**src/rtl/bram_port_arbiter_if.sv**
```systemverilog
// Requester and RAM-port bundles for the shared block-RAM arbiter.
// Member names are seen from the arbiter: _in is driven into it.
interface bram_port_arbiter_if #(
   parameter int ADDR_WIDTH = 10,
   parameter int NB_COL     = 4,
   parameter int COL_WIDTH  = 8
);
   logic                          valid_in;
   logic                          ready_out;
   logic [ADDR_WIDTH-1:0]         addr_in;
   logic [NB_COL*COL_WIDTH-1:0]   wdata_in;
   logic [NB_COL-1:0]             wstrb_in;
   logic                          rvalid_out;
   logic [NB_COL*COL_WIDTH-1:0]   rdata_out;

   modport master (
      output valid_in, addr_in, wdata_in, wstrb_in,
      input  ready_out, rvalid_out, rdata_out
   );

   modport slave (
      input  valid_in, addr_in, wdata_in, wstrb_in,
      output ready_out, rvalid_out, rdata_out
   );
endinterface

interface bram_port_if #(
   parameter int ADDR_WIDTH = 10,
   parameter int NB_COL     = 4,
   parameter int COL_WIDTH  = 8
);
   logic [ADDR_WIDTH-1:0]         addr_out;
   logic [NB_COL*COL_WIDTH-1:0]   din_out;
   logic [NB_COL-1:0]             we_out;
   logic                          en_out;
   logic                          regce_out;
   logic                          rst_out;
   logic [NB_COL*COL_WIDTH-1:0]   dout_in;

   modport master (
      output addr_out, din_out, we_out, en_out, regce_out, rst_out,
      input  dout_in
   );

   modport slave (
      input  addr_out, din_out, we_out, en_out, regce_out, rst_out,
      output dout_in
   );
endinterface

```
**src/rtl/bram_port_arbiter.sv**
```systemverilog
// Round-robin arbiter sharing one block-RAM port between two requesters.
// A tag pipeline matched to the RAM latency routes each response home.
module bram_port_arbiter #(
   parameter int ADDR_WIDTH   = 10,
   parameter int NB_COL       = 4,
   parameter int COL_WIDTH    = 8,
   parameter int READ_LATENCY = 2
) (
   input  logic               clk_in,
   input  logic               rst_in,
   bram_port_arbiter_if.slave m0,
   bram_port_arbiter_if.slave m1,
   bram_port_if.master        bram
);
   if (READ_LATENCY < 1 || READ_LATENCY > 2) begin : g_bad_latency
      $error("READ_LATENCY must be 1 or 2");
   end

   logic gnt0, gnt1, xfer;
   logic last_q, last_d;
   logic [READ_LATENCY-1:0] tv_q, tv_d;
   logic [READ_LATENCY-1:0] tid_q, tid_d;
   logic [ADDR_WIDTH-1:0] addr_sel;
   logic [NB_COL*COL_WIDTH-1:0] din_sel;
   logic [NB_COL-1:0] we_sel;

   // last_q=1 means m1 was granted most recently
   always_comb begin
      gnt0 = 1'b0;
      gnt1 = 1'b0;
      if (!rst_in) begin
         case ({m0.valid_in, m1.valid_in})
            2'b10: gnt0 = 1'b1;
            2'b01: gnt1 = 1'b1;
            2'b11: begin
               gnt0 = last_q;
               gnt1 = !last_q;
            end
            default: ;
         endcase
      end
   end

   assign xfer   = gnt0 | gnt1;
   assign last_d = xfer ? gnt1 : last_q;

   always_comb begin
      tv_d     = tv_q;
      tid_d    = tid_q;
      tv_d[0]  = xfer;
      tid_d[0] = gnt1;
      for (int k = 1; k < READ_LATENCY; k++) begin
         tv_d[k]  = tv_q[k-1];
         tid_d[k] = tid_q[k-1];
      end
   end

   always_ff @(posedge clk_in) begin
      if (rst_in) begin
         last_q <= 1'b1;
         tv_q   <= '0;
         tid_q  <= '0;
      end else begin
         last_q <= last_d;
         tv_q   <= tv_d;
         tid_q  <= tid_d;
      end
   end

   // Idle cycles still present m0's address/data; only en/we matter
   always_comb begin
      addr_sel = m0.addr_in;
      din_sel  = m0.wdata_in;
      we_sel   = {NB_COL{1'b0}};
      if (gnt1) begin
         addr_sel = m1.addr_in;
         din_sel  = m1.wdata_in;
         we_sel   = m1.wstrb_in;
      end else if (gnt0) begin
         we_sel   = m0.wstrb_in;
      end
   end

   assign bram.addr_out  = addr_sel;
   assign bram.din_out   = din_sel;
   assign bram.we_out    = we_sel;
   assign bram.en_out    = xfer;
   assign bram.regce_out = (READ_LATENCY == 2) ? tv_q[0] : 1'b0;
   assign bram.rst_out   = rst_in;

   assign m0.ready_out  = gnt0;
   assign m1.ready_out  = gnt1;
   assign m0.rvalid_out = tv_q[READ_LATENCY-1] && !tid_q[READ_LATENCY-1];
   assign m1.rvalid_out = tv_q[READ_LATENCY-1] && tid_q[READ_LATENCY-1];
   assign m0.rdata_out  = bram.dout_in;
   assign m1.rdata_out  = bram.dout_in;
endmodule

```
**src/flat_wrapper.sv**
```systemverilog
// flat-port wrapper written by rule: the top's interface ports become plain ports
module bram_port_arbiter_flat 
#(
   parameter int ADDR_WIDTH   = 10,
   parameter int NB_COL       = 4,
   parameter int COL_WIDTH    = 8,
   parameter int READ_LATENCY = 2
)
  (clk_in, rst_in, m0_valid_in, m0_addr_in, m0_wdata_in, m0_wstrb_in, m0_ready_out, m0_rvalid_out, m0_rdata_out, m1_valid_in, m1_addr_in, m1_wdata_in, m1_wstrb_in, m1_ready_out, m1_rvalid_out, m1_rdata_out, bram_addr_out, bram_din_out, bram_we_out, bram_en_out, bram_regce_out, bram_rst_out, bram_dout_in);
  bram_port_arbiter_if #(.ADDR_WIDTH(ADDR_WIDTH), .NB_COL(NB_COL), .COL_WIDTH(COL_WIDTH)) m0_i ();
  bram_port_arbiter_if #(.ADDR_WIDTH(ADDR_WIDTH), .NB_COL(NB_COL), .COL_WIDTH(COL_WIDTH)) m1_i ();
  bram_port_if #(.ADDR_WIDTH(ADDR_WIDTH), .NB_COL(NB_COL), .COL_WIDTH(COL_WIDTH)) bram_i ();
  input  logic clk_in;
  input  logic rst_in;
  input wire logic [$bits(m0_i.valid_in)-1:0] m0_valid_in;
  input wire logic [$bits(m0_i.addr_in)-1:0] m0_addr_in;
  input wire logic [$bits(m0_i.wdata_in)-1:0] m0_wdata_in;
  input wire logic [$bits(m0_i.wstrb_in)-1:0] m0_wstrb_in;
  output wire logic [$bits(m0_i.ready_out)-1:0] m0_ready_out;
  output wire logic [$bits(m0_i.rvalid_out)-1:0] m0_rvalid_out;
  output wire logic [$bits(m0_i.rdata_out)-1:0] m0_rdata_out;
  input wire logic [$bits(m1_i.valid_in)-1:0] m1_valid_in;
  input wire logic [$bits(m1_i.addr_in)-1:0] m1_addr_in;
  input wire logic [$bits(m1_i.wdata_in)-1:0] m1_wdata_in;
  input wire logic [$bits(m1_i.wstrb_in)-1:0] m1_wstrb_in;
  output wire logic [$bits(m1_i.ready_out)-1:0] m1_ready_out;
  output wire logic [$bits(m1_i.rvalid_out)-1:0] m1_rvalid_out;
  output wire logic [$bits(m1_i.rdata_out)-1:0] m1_rdata_out;
  output wire logic [$bits(bram_i.addr_out)-1:0] bram_addr_out;
  output wire logic [$bits(bram_i.din_out)-1:0] bram_din_out;
  output wire logic [$bits(bram_i.we_out)-1:0] bram_we_out;
  output wire logic [$bits(bram_i.en_out)-1:0] bram_en_out;
  output wire logic [$bits(bram_i.regce_out)-1:0] bram_regce_out;
  output wire logic [$bits(bram_i.rst_out)-1:0] bram_rst_out;
  input wire logic [$bits(bram_i.dout_in)-1:0] bram_dout_in;
  assign m0_i.valid_in = m0_valid_in;
  assign m0_i.addr_in = m0_addr_in;
  assign m0_i.wdata_in = m0_wdata_in;
  assign m0_i.wstrb_in = m0_wstrb_in;
  assign m0_ready_out = m0_i.ready_out;
  assign m0_rvalid_out = m0_i.rvalid_out;
  assign m0_rdata_out = m0_i.rdata_out;
  assign m1_i.valid_in = m1_valid_in;
  assign m1_i.addr_in = m1_addr_in;
  assign m1_i.wdata_in = m1_wdata_in;
  assign m1_i.wstrb_in = m1_wstrb_in;
  assign m1_ready_out = m1_i.ready_out;
  assign m1_rvalid_out = m1_i.rvalid_out;
  assign m1_rdata_out = m1_i.rdata_out;
  assign bram_addr_out = bram_i.addr_out;
  assign bram_din_out = bram_i.din_out;
  assign bram_we_out = bram_i.we_out;
  assign bram_en_out = bram_i.en_out;
  assign bram_regce_out = bram_i.regce_out;
  assign bram_rst_out = bram_i.rst_out;
  assign bram_i.dout_in = bram_dout_in;
  bram_port_arbiter #(.ADDR_WIDTH(ADDR_WIDTH), .NB_COL(NB_COL), .COL_WIDTH(COL_WIDTH), .READ_LATENCY(READ_LATENCY)) u_core (.clk_in(clk_in), .rst_in(rst_in), .m0(m0_i), .m1(m1_i), .bram(bram_i));
endmodule
```
**config.mk**
```make
export PLATFORM = sky130hd
export DESIGN_NAME = bram_port_arbiter_flat
export DESIGN_NICKNAME = d
export VERILOG_FILES = /design/src/rtl/bram_port_arbiter_if.sv /design/src/rtl/bram_port_arbiter.sv /design/src/flat_wrapper.sv
export SDC_FILE = /design/constraint.sdc
export NUM_CORES = 1
export LEC_CHECK = 0
export ABC_CLOCK_PERIOD_IN_PS = 2600
export BUFFER_PORTS_ARGS = -buffer_cell sky130_fd_sc_hd__buf_2
export CAP_MARGIN = 20
export CORE_AREA = 2 2 95 97
export DETAILED_ROUTE_END_ITERATION = 7
export DIE_AREA = 0 0 97 99
export GPL_TIMING_DRIVEN = 0
export MAX_ROUTING_LAYER = met4
export PLACE_DENSITY = 0.56
export SYNTH_ARGS = -nofsm -noshare
export SYNTH_HDL_FRONTEND = slang
export SYNTH_SLANG_ARGS = --single-unit
```
**constraint.sdc**
```tcl
create_clock -name clk_in -period 2.6 [get_ports clk_in]
set_input_delay 0.65 -clock clk_in [delete_from_list [all_inputs] [get_ports clk_in]]
set_output_delay 0.65 -clock clk_in [all_outputs]
set_load 0.005 [all_outputs]
```
==> impl_results.md, run 1 <==
- Reg2Reg Launch Point: u_core.last_q
- Final WL: 4920 um
- Maxcap violations: 0
- Yosys warning count: 0
- Total power: roughly 0.63 mW
- Pins Over Slew Limit: 0
- Dpl hpwl: ~4500 um
- Startpoint Class: input port
- Hold_buf cts: 0
- Worst slew pin tran: ~420 ps
- Cell taking the most area after synthesis: mux2_4
- Crit path max fanout: 10
- Status: complete, no violations
- Cells after Synth: roughly 140
- Placed cell areas: between 2000 and 3000 um^2
- Via count: about 1.7k
- GRT overflow: 0
- Final hold vios: 0
- CP Capture Type: output pin
- Syn Std Cell Area: ~1500 um^2
- Cell leakage power: around 1.6 nW
- Detail Route Antenna Nets: 0
- Diodes inserted: 0
- Setup repair after global routing missed its margin: false
- Setup violators final: 0
- Syn Area/Cell: ~10 um^2
- First-pass GRT wire length: about 7100 um
- Min-delay src: u_core.tid_q[0]
- Die area: between 9000 and 10000 um^2
- Critical Path RT: approximately 2000 ps
- Top_reg_cell synth: dfxtp_1
- IO Pins: 245
- Clock slew at reported path FFs: ~30 ps
- Tot GR Track Use: 0.0882
- NumNets Final: about 500
- Post-synth EDFFs: 0
- Max_slew headroom: 0.721
- Cells after DPL: about 460
- Post-Route Skew: ~1.2 ps
- Initial Util: 0.171
- Pwr/cell area: between 200 and 250 nW/um^2
- Residual DRC: 0
- Number of fill cells: 918
- Largest net degree at the start of global routing: 11
- Starting DRT DRC Count: 9
- Core Box Area: approximately 8600 um^2
- Cell Count, Final, Fillers Out: approximately 470
- Port bufs: 211
- CTS max path bufs: 2
- Async S/R FF share, synth: 0
- CP arrival: 1860 ps
- Crit. Startpoint: m1_valid_in
- Die span in x: about 97 um
- Clock root buffer master: clkbuf_8
- Most common cell in the synthesized netlist: buf_4
- FP Rows: 34
- Share of Yosys cell area claimed by the top area cell type: 0.401
- Seq/Total Area, Yosys: 0.0685
- WS Path Type: input port to output pin
- CTS Buf Count: 3
- Vias in the first global route: approximately 1.6k
- Later-pin clock latency in the skew report: approximately 220 ps
- Net Count, Synth: around 270
- Syn-to-layout area delta: 85.4%
- Min Clock Period, post-route: between 2000 and 3000 ps
- Fmax achieved: roughly 400 MHz
- Unique cell type count in the Yosys netlist: 16
- RePlAce Congestion: about 0.66
- CTS H-tree depth: 1
- Share of layout cells above drive strength 1: 0.916
- Period utilization: 0.964
- CTS tree: yes
- Final Instance Area: 2710 um^2
- Area contributors post-synth: mux2_4, buf_4, dfxtp_1
- Vias per inst: 3.61
- Register bit count reported by yosys: 5
- Synth top cells by count: buf_4, mux2_4, nor2_1
- Clock Sink Count: 5
- Min-Delay Path Class: flip-flop to flip-flop
- Initial antenna violation count: 0
- Average wire per standard cell: around 11 um
- Die height: around 99 um
- Worst vdd ir: between 0.00015 and 0.0002 V
- Initial DRT Pass Iterations: 4
-- placed cells by master, fill, tap and decap left out, drive strengths merged --
master | synthesis | layout
a21boi | 1 | 1
a32oi | 4 | 4
and2 | 1 | 1
and2b | 1 | 1
buf | 71 | 283
clkbuf | 1 | 5
dfxtp | 5 | 5
mux2 | 42 | 42
nand2 | 2 | 2
nand2b | 2 | 2
nor2 | 8 | 8
nor2b | 4 | 4
o21ai | 1 | 1
-- worst paths after layout --
path | end | slack (ps) | cells past startpoint
worst min register to register | u_core.tid_q[1] | 440 | 1
worst max register to register | u_core.tid_q[0] | 1750 | 3
worst max-delay path | bram_din_out[8] | 90 | 7
worst min-delay path | u_core.tid_q[1] | 440 | 1
-- critical path, cell delays in order --
cell	delay (ps)
buf_2	110
a21boi_4	180
and2b_1	160
buf_8	160
buf_12	160
mux2_4	310
buf_2	130
-- state kept, by name, summed over array words and instances, names as in the netlist --
| signal | flops |
|---|---|
| u_core.tid_q | 2 |
| u_core.tv_q | 2 |
| u_core.last_q | 1 |
-- power breakdown --
group | total [mW] | internal, mW | switching, mW
Combinational | 0.409 | 0.279 | 0.130
Sequential | 0.0843 | 0.0816 | 0.00269
Clock | 0.139 | 0.105 | 0.0343
-- repair_timing --
action                     CTS  global route
setup endpoints to repair   25             0
buffers inserted             1             0
resized for setup            1             0
-- per-stage QoR --
| stage | hold slack, ps | util | TNS (ps) | worst slack (ps) |
|---|---|---|---|---|
| floorplan | 414 | - | 0 | 263 |
| global placement | 432 | 0.310 | -33.2 | -13.0 |
| detailed placement | 438 | 0.310 | -133 | -19.7 |
| CTS | 446 | 0.317 | 0 | 69.4 |
| global route | 454 | 0.317 | 0 | 33.0 |
| finish | 436 | 0.317 | 0 | 93.9 |
-- cell type report --
cell class | count | area (um^2) | area share
Multi-Input combinational cell | 66 | 767 | 0.283
Tap cell | 108 | 135 | 0.0499
Timing Repair Buffer | 212 | 1060 | 0.393
Clock buffer | 4 | 45.0 | 0.0166
Sequential cell | 5 | 100 | 0.0370
Buffer | 72 | 598 | 0.221
-- routing by layer --
metal	global-route usage	vias up	wire length, um
met1	0.0984	720	1730
met5	-	-	0
met3	0.0241	0	603
li1	-	847	-
met2	0.161	121	2580
met4	0.0130	0	0
-- cell families (layout without fill, tap and decap cells) --
kind of cell,count (synthesis),in the layout,synth area share
compound gates,6,6,0.0402
buf+inv,72,288,0.407
flops,5,5,0.0685
mux,42,42,0.424
simple gates,18,18,0.0608
Note: power is estimated with default switching activity, not from simulation.
==> run 2, diff against run 1 <==
--- a/config.mk
+++ b/config.mk
@@ -5,7 +5,7 @@
 export SDC_FILE = /design/constraint.sdc
 export NUM_CORES = 1
 export LEC_CHECK = 0
-export ABC_CLOCK_PERIOD_IN_PS = 2600
+export ABC_CLOCK_PERIOD_IN_PS = 2800
 export BUFFER_PORTS_ARGS = -buffer_cell sky130_fd_sc_hd__buf_2
 export CAP_MARGIN = 20
 export CORE_AREA = 2 2 95 97
==> constraint.sdc (replaced) <==
create_clock -name clk_in -period 2.8 [get_ports clk_in]
set_input_delay 0.7 -clock clk_in [delete_from_list [all_inputs] [get_ports clk_in]]
set_output_delay 0.7 -clock clk_in [all_outputs]
set_load 0.005 [all_outputs]
==> impl_results.md, run 2 (synthesized netlist as in run 1, its figures left out) <==
- Tot GR Track Use: 0.0877 (-0.000458)
- CTS H-tree depth: 1 (unchanged)
- Die height: 99 um (unchanged)
- FF-to-FF End: u_core.tid_q[0]
- Core Box Area: 8550 um^2 (unchanged)
- Most frequent cells in the layout: buf_2, buf_4, mux2_4, nor2_1, dfxtp_1
- Commonest non-fill, non-tap cell in the layout: buf_2
- Post_cts resized: 0 (-1)
- Hold Path End: u_core.tid_q[1]
- Period utilization: 0.962
- WS Path Type: input port to output pin
- Reg2reg setup slack: 2030 ps (+280 ps)
- Crit path max-delay family: buffers and inverters
- CTS max path bufs: 2 (unchanged)
- CTS Buf Count: 3 (unchanged)
- Min Clock Period, post-route: 2690 ps
- CP Capture Type: output pin
- Average wire per standard cell: 10.5 um (about the same)
- Initial DRT Pass Iterations: 4 (unchanged)
- Initial antenna violation count: 0 (unchanged)
- GRT overflow: 0 (unchanged)
- Max_slew headroom: 0.721 (about the same)
- Syn-to-layout area delta: 84.6%
- Startpoint Class: input port
- Final hold vios: 0 (unchanged)
- Clock slew at reported path FFs: 30 ps (about the same)
- CP arrival: 1990 ps (+130 ps)
- Port bufs: 211 (unchanged)
- First-pass GRT wire length: 7040 um (-0.48%)
- Maxcap violations: 0 (unchanged)
- Min-Delay Path Class: flip-flop to flip-flop
- NumNets Final: 487 (-0.20%)
- Clock root buffer master: clkbuf_8
- Worst vdd ir: 0.000144 V (-7.2%)
- Setup repair after global routing missed its margin: false
- Pins Over Slew Limit: 0 (unchanged)
- Final WL: 4910 um (-0.22%)
- Worst slew pin tran: 419 ps (+0.458 ps)
- Diodes inserted: 0 (unchanged)
- Initial Util: 0.171 (unchanged)
- Post-Route Skew: 1.17 ps (-0.00722 ps)
- Clock Sink Count: 5 (unchanged)
- Residual DRC: 0 (unchanged)
- Final Instance Area: 2700 um^2 (-0.42%)
- Largest net degree at the start of global routing: 11 (unchanged)
- Worst reg-to-reg path cell count: 2 (-1)
- WP buf/inv: 4 (unchanged)
- Via count: 1690 (+0.12%)
- Crit path cell chain: buf_2, a21boi_4, and2b_1, buf_6, buf_12, mux2_4, buf_2
- Die span in x: 97 um (unchanged)
- Reg2Reg Launch Point: u_core.last_q
- IO Pins: 245 (unchanged)
- Vias in the first global route: 1590 (-0.56%)
- Fmax achieved: approximately 370 MHz
- Later-pin clock latency in the skew report: 220 ps (about the same)
- Critical Path RT: 2100 ps (+150 ps)
- Hold_buf cts: 0 (unchanged)
- Setup TNS: 0 ps (unchanged)
- CTS tree: yes
- RePlAce Congestion: 0.659 (unchanged)
- Detail Route Antenna Nets: 0 (unchanged)
- Most frequent CP cell: buf_2
- Starting DRT DRC Count: 12 (+3)
- Crit path max fanout: 10 (unchanged)
- Pwr/cell area: 217 nW/um^2 (-7.1%)
- Max incr delay on CP: 310 ps (about the same)
- FP Rows: 34 (unchanged)
- Setup violators final: 0 (unchanged)
- Slowest-stage cell, CP: mux2_4
- Post-CTS setup buffers: 0 (-1)
- Placed cell areas: 2650 um^2 (unchanged)
- Min-delay src: u_core.tid_q[0]
- Share of layout cells above drive strength 1: 0.916 (about the same)
- Die area: 9600 um^2 (unchanged)
- Hold depth: 1 (unchanged)
- Vias per inst: 3.63 (+0.33%)
- Dpl hpwl: 4550 um (unchanged)
- Top Registers: u_core.tid_q x2, u_core.tv_q x2, u_core.last_q x1
- Cell leakage power: 1.62 nW (-0.38%)
- Total power: 0.585 mW (-7.5%)
- Status: complete, no violations
==> run 2: layer usage <==
| layer | wire [um] | GRT usage |
|---|---|---|
| met2 | 2580 | 0.160 |
| met5 | 0 | - |
| met4 | 0 | 0.0130 |
| met1 | 1730 | 0.0975 |
| met3 | 600 | 0.0241 |
==> run 2: worst max-delay path by stage <==
stage,depth (start not counted),start,endpoint
after floorplan,6,m0_valid_in,bram_addr_out[1]
after detailed placement,7,m1_valid_in,bram_din_out[10]
after CTS,7,m1_valid_in,bram_din_out[10]
after global placement,7,m1_valid_in,bram_din_out[10]
final,7,m1_valid_in,bram_din_out[8]
after global routing,7,m1_valid_in,bram_din_out[10]
==> run 2: through the flow <==
| stage | utilization | hold slack (ps) | cells | setup slack [ps] |
|---|---|---|---|---|
| 3_3_place_gp | 0.310 | 432 | 462 | 87.0 |
| 5_1_grt | 0.315 | 454 | 466 | 50.9 |
| 2_1_floorplan | - | 414 | 143 | 363 |
| 4_1_cts | 0.315 | 446 | 466 | 80.9 |
| 6_report | 0.315 | 436 | 466 | 106 |
| 3_5_place_dp | 0.310 | 438 | 462 | 80.3 |
==> run 2: final cells by class <==
class	count	area (um^2)
Buffer	72	594
Timing Repair Buffer	211	1060
Clock buffer	4	45.0
Tap cell	108	135
Fill cell	919	5850
Sequential cell	5	100
Multi-Input combinational cell	66	767
==> run 2: power breakdown <==
part / total [mW] / switching [mW] / internal (mW)
combinational: 0.378 / 0.121 / 0.257
sequential: 0.0782 / 0.00246 / 0.0758
clock: 0.129 / 0.0319 / 0.0974
total: 0.585 / 0.155 / 0.430
==> run 3, diff against run 2 <==
--- a/config.mk
+++ b/config.mk
@@ -9,11 +9,13 @@
 export BUFFER_PORTS_ARGS = -buffer_cell sky130_fd_sc_hd__buf_2
 export CAP_MARGIN = 20
 export CORE_AREA = 2 2 95 97
+export CTS_BUF_LIST = sky130_fd_sc_hd__clkbuf_8 sky130_fd_sc_hd__clkbuf_16
 export DETAILED_ROUTE_END_ITERATION = 7
 export DIE_AREA = 0 0 97 99
 export GPL_TIMING_DRIVEN = 0
 export MAX_ROUTING_LAYER = met4
 export PLACE_DENSITY = 0.56
+export SKIP_LAST_GASP = 1
 export SYNTH_ARGS = -nofsm -noshare
 export SYNTH_HDL_FRONTEND = slang
 export SYNTH_SLANG_ARGS = --single-unit
==> impl_results.md, run 3 (synthesized netlist as in run 1, its figures left out) <==
- Max incr delay on CP: 310 ps (about the same)
- Tot GR Track Use: 0.0877 (unchanged)
- CTS tree: yes
- Commonest non-fill, non-tap cell in the layout: buf_2
- Crit path max fanout: 10 (unchanged)
- Initial antenna violation count: 0 (unchanged)
- Startpoint Class: input port
- Final hold vios: 0 (unchanged)
- GRT overflow: 0 (unchanged)
- Vias in the first global route: 1590 (unchanged)
- Largest net degree at the start of global routing: 11 (unchanged)
- CTS max path bufs: 2 (unchanged)
- Post_cts resized: 0 (unchanged)
- Cells after DPL: 462 (unchanged)
- Die span in x: 97 um (unchanged)
- Register area: 100 um^2 (unchanged)
- WS Path Type: input port to output pin
- Slowest-stage cell, CP: mux2_4
- Detail Route Antenna Nets: 0 (unchanged)
- Starting DRT DRC Count: 12 (unchanged)
- CTS H-tree depth: 1 (unchanged)
- CP arrival: 1990 ps (about the same)
- Syn-to-layout area delta: 84.6% (unchanged)
- Critical Path RT: 2100 ps (about the same)
- IO Pins: 245 (unchanged)
- Hold_buf cts: 0 (unchanged)
- Share of layout cells above drive strength 1: 0.916 (unchanged)
- Crit. Startpoint: m1_valid_in
- Setup TNS: 0 ps (unchanged)
- Status: complete, no violations
- Vias per inst: 3.63 (unchanged)
- Int Pwr: 0.427 mW (-0.87%)
- Later-pin clock latency in the skew report: 220 ps (about the same)
- Diodes inserted: 0 (unchanged)
- Maxcap violations: 0 (unchanged)
- Top Registers: u_core.tid_q x2, u_core.tv_q x2, u_core.last_q x1
- Worst vdd ir: 0.000144 V (about the same)
- Pwr/cell area: 216 nW/um^2 (-0.62%)
- Worst slew pin tran: 419 ps (+0.0150 ps)
- Setup repair after global routing missed its margin: false
- Min Clock Period, post-route: 2690 ps (unchanged)
- FP Rows: 34 (unchanged)
- NumNets Final: 487 (unchanged)
- Period utilization: 0.962 (unchanged)
- Logic pwr share: 0.650 (+0.004)
- Die height: 99 um (unchanged)
- Setup violators final: 0 (unchanged)
- Core Box Area: 8550 um^2 (unchanged)
- Via count: 1690 (unchanged)
- Pins Over Slew Limit: 0 (unchanged)
- Crit path cell chain: buf_2, a21boi_4, and2b_1, buf_6, buf_12, mux2_4, buf_2
- Total power: 0.582 mW (-0.62%)
- Port bufs: 211 (unchanged)
- Clock slew at reported path FFs: 30 ps (about the same)
- Final Util: 0.315 (unchanged)
- Post-Route Skew: 1.33 ps (+0.165 ps)
- CP Capture Type: output pin
- Reg2Reg Launch Point: u_core.last_q
- Die area: 9600 um^2 (unchanged)
- Min-Delay Path Class: flip-flop to flip-flop
- Clock root buffer master: clkbuf_8
- First-pass GRT wire length: 7040 um (unchanged)
- Initial Util: 0.171 (unchanged)
- Cell leakage power: 1.62 nW (+0.26%)
- Flop pwr share: 0.134 (about the same)
- Most frequent cells in the layout: buf_2, buf_4, mux2_4, nor2_1, dfxtp_1
- Clk pwr share: 0.216 (-0.005)
- Max_slew headroom: 0.721 (about the same)
- Psw: 0.155 mW (about the same)
- CTS Buf Count: 3 (unchanged)
- Multi-input logic area: 767 um^2 (unchanged)
- Min-delay src: u_core.tid_q[0]
- Cell Count, Final, Fillers Out: 466 (unchanged)
- Most frequent CP cell: buf_2
- Residual DRC: 0 (unchanged)
- Setup WS pre-CTS: 80.3 ps (unchanged)
- Switching fraction of total power: 0.267 (+0.00185)
- Post-CTS setup buffers: 0 (unchanged)
- Dpl hpwl: 4550 um (unchanged)
- Initial DRT Pass Iterations: 4 (unchanged)
- Fmax achieved: 371 MHz (unchanged)
- Setup WS post-layout: 106 ps (unchanged)
- Final WL: 4910 um (about the same)
- Number of fill cells: 919 (unchanged)
- Clock Sink Count: 5 (unchanged)
- Average wire per standard cell: 10.5 um (about the same)
- RePlAce Congestion: 0.659 (unchanged)
## run 3: cell types whose count changed in the layout (fill, tap and decap cells not counted), sizes merged
cell,previous run,this run
clkbuf,5,4
inv,0,1
## run 3: critical path: cells and delay by family
family                 cells  cell delay (ps)
and+or+nand+nor            1              170
AOI/OAI and AO/OA          1              240
muxes                      1              310
buffers and inverters      4              580
## run 3: through the flow
stage / hold slack, ps / area, um^2
floorplan: 414 / 1460
global placement: 432 / 2650
detailed placement: 438 / 2650
CTS: 445 / 2700
global route: 454 / 2700
finish: 435 / 2700
## run 3: final cells by class
class / count / share of cell area
well taps: 108 / 0.0501
clock inverters: 1 / 0.00139
clock buffers: 3 / 0.0153
repair buffers: 211 / 0.391
plain buffers: 72 / 0.220
multi-input cells: 66 / 0.284
flip-flops and latches: 5 / 0.0371
## run 3: worst paths after layout
path / cells after the start / slack, ps / end
worst max register to register: 2 / 2030 / u_core.tid_q[0]
worst min-delay path: 1 / 430 / u_core.tid_q[1]
worst max-delay path: 7 / 110 / bram_din_out[8]
worst min register to register: 1 / 430 / u_core.tid_q[1]
## run 3: power groups by stage
stage	combinational (mW)	clock [mW]	sequential (mW)
floorplan	0.209	0	0.0788
global placement	0.379	0	0.0791
detailed placement	0.383	0	0.0791
CTS	0.385	0.131	0.0782
global route	0.408	0.139	0.0787
finish	0.378	0.126	0.0782
## run 3: per-layer routing
metal  vias up  share of wire  track usage
met5         -              0            -
met4         0              0       0.0130
li1        844              -            -
met1       721           0.35       0.0975
met2       125           0.53        0.160
met3         0           0.12       0.0241
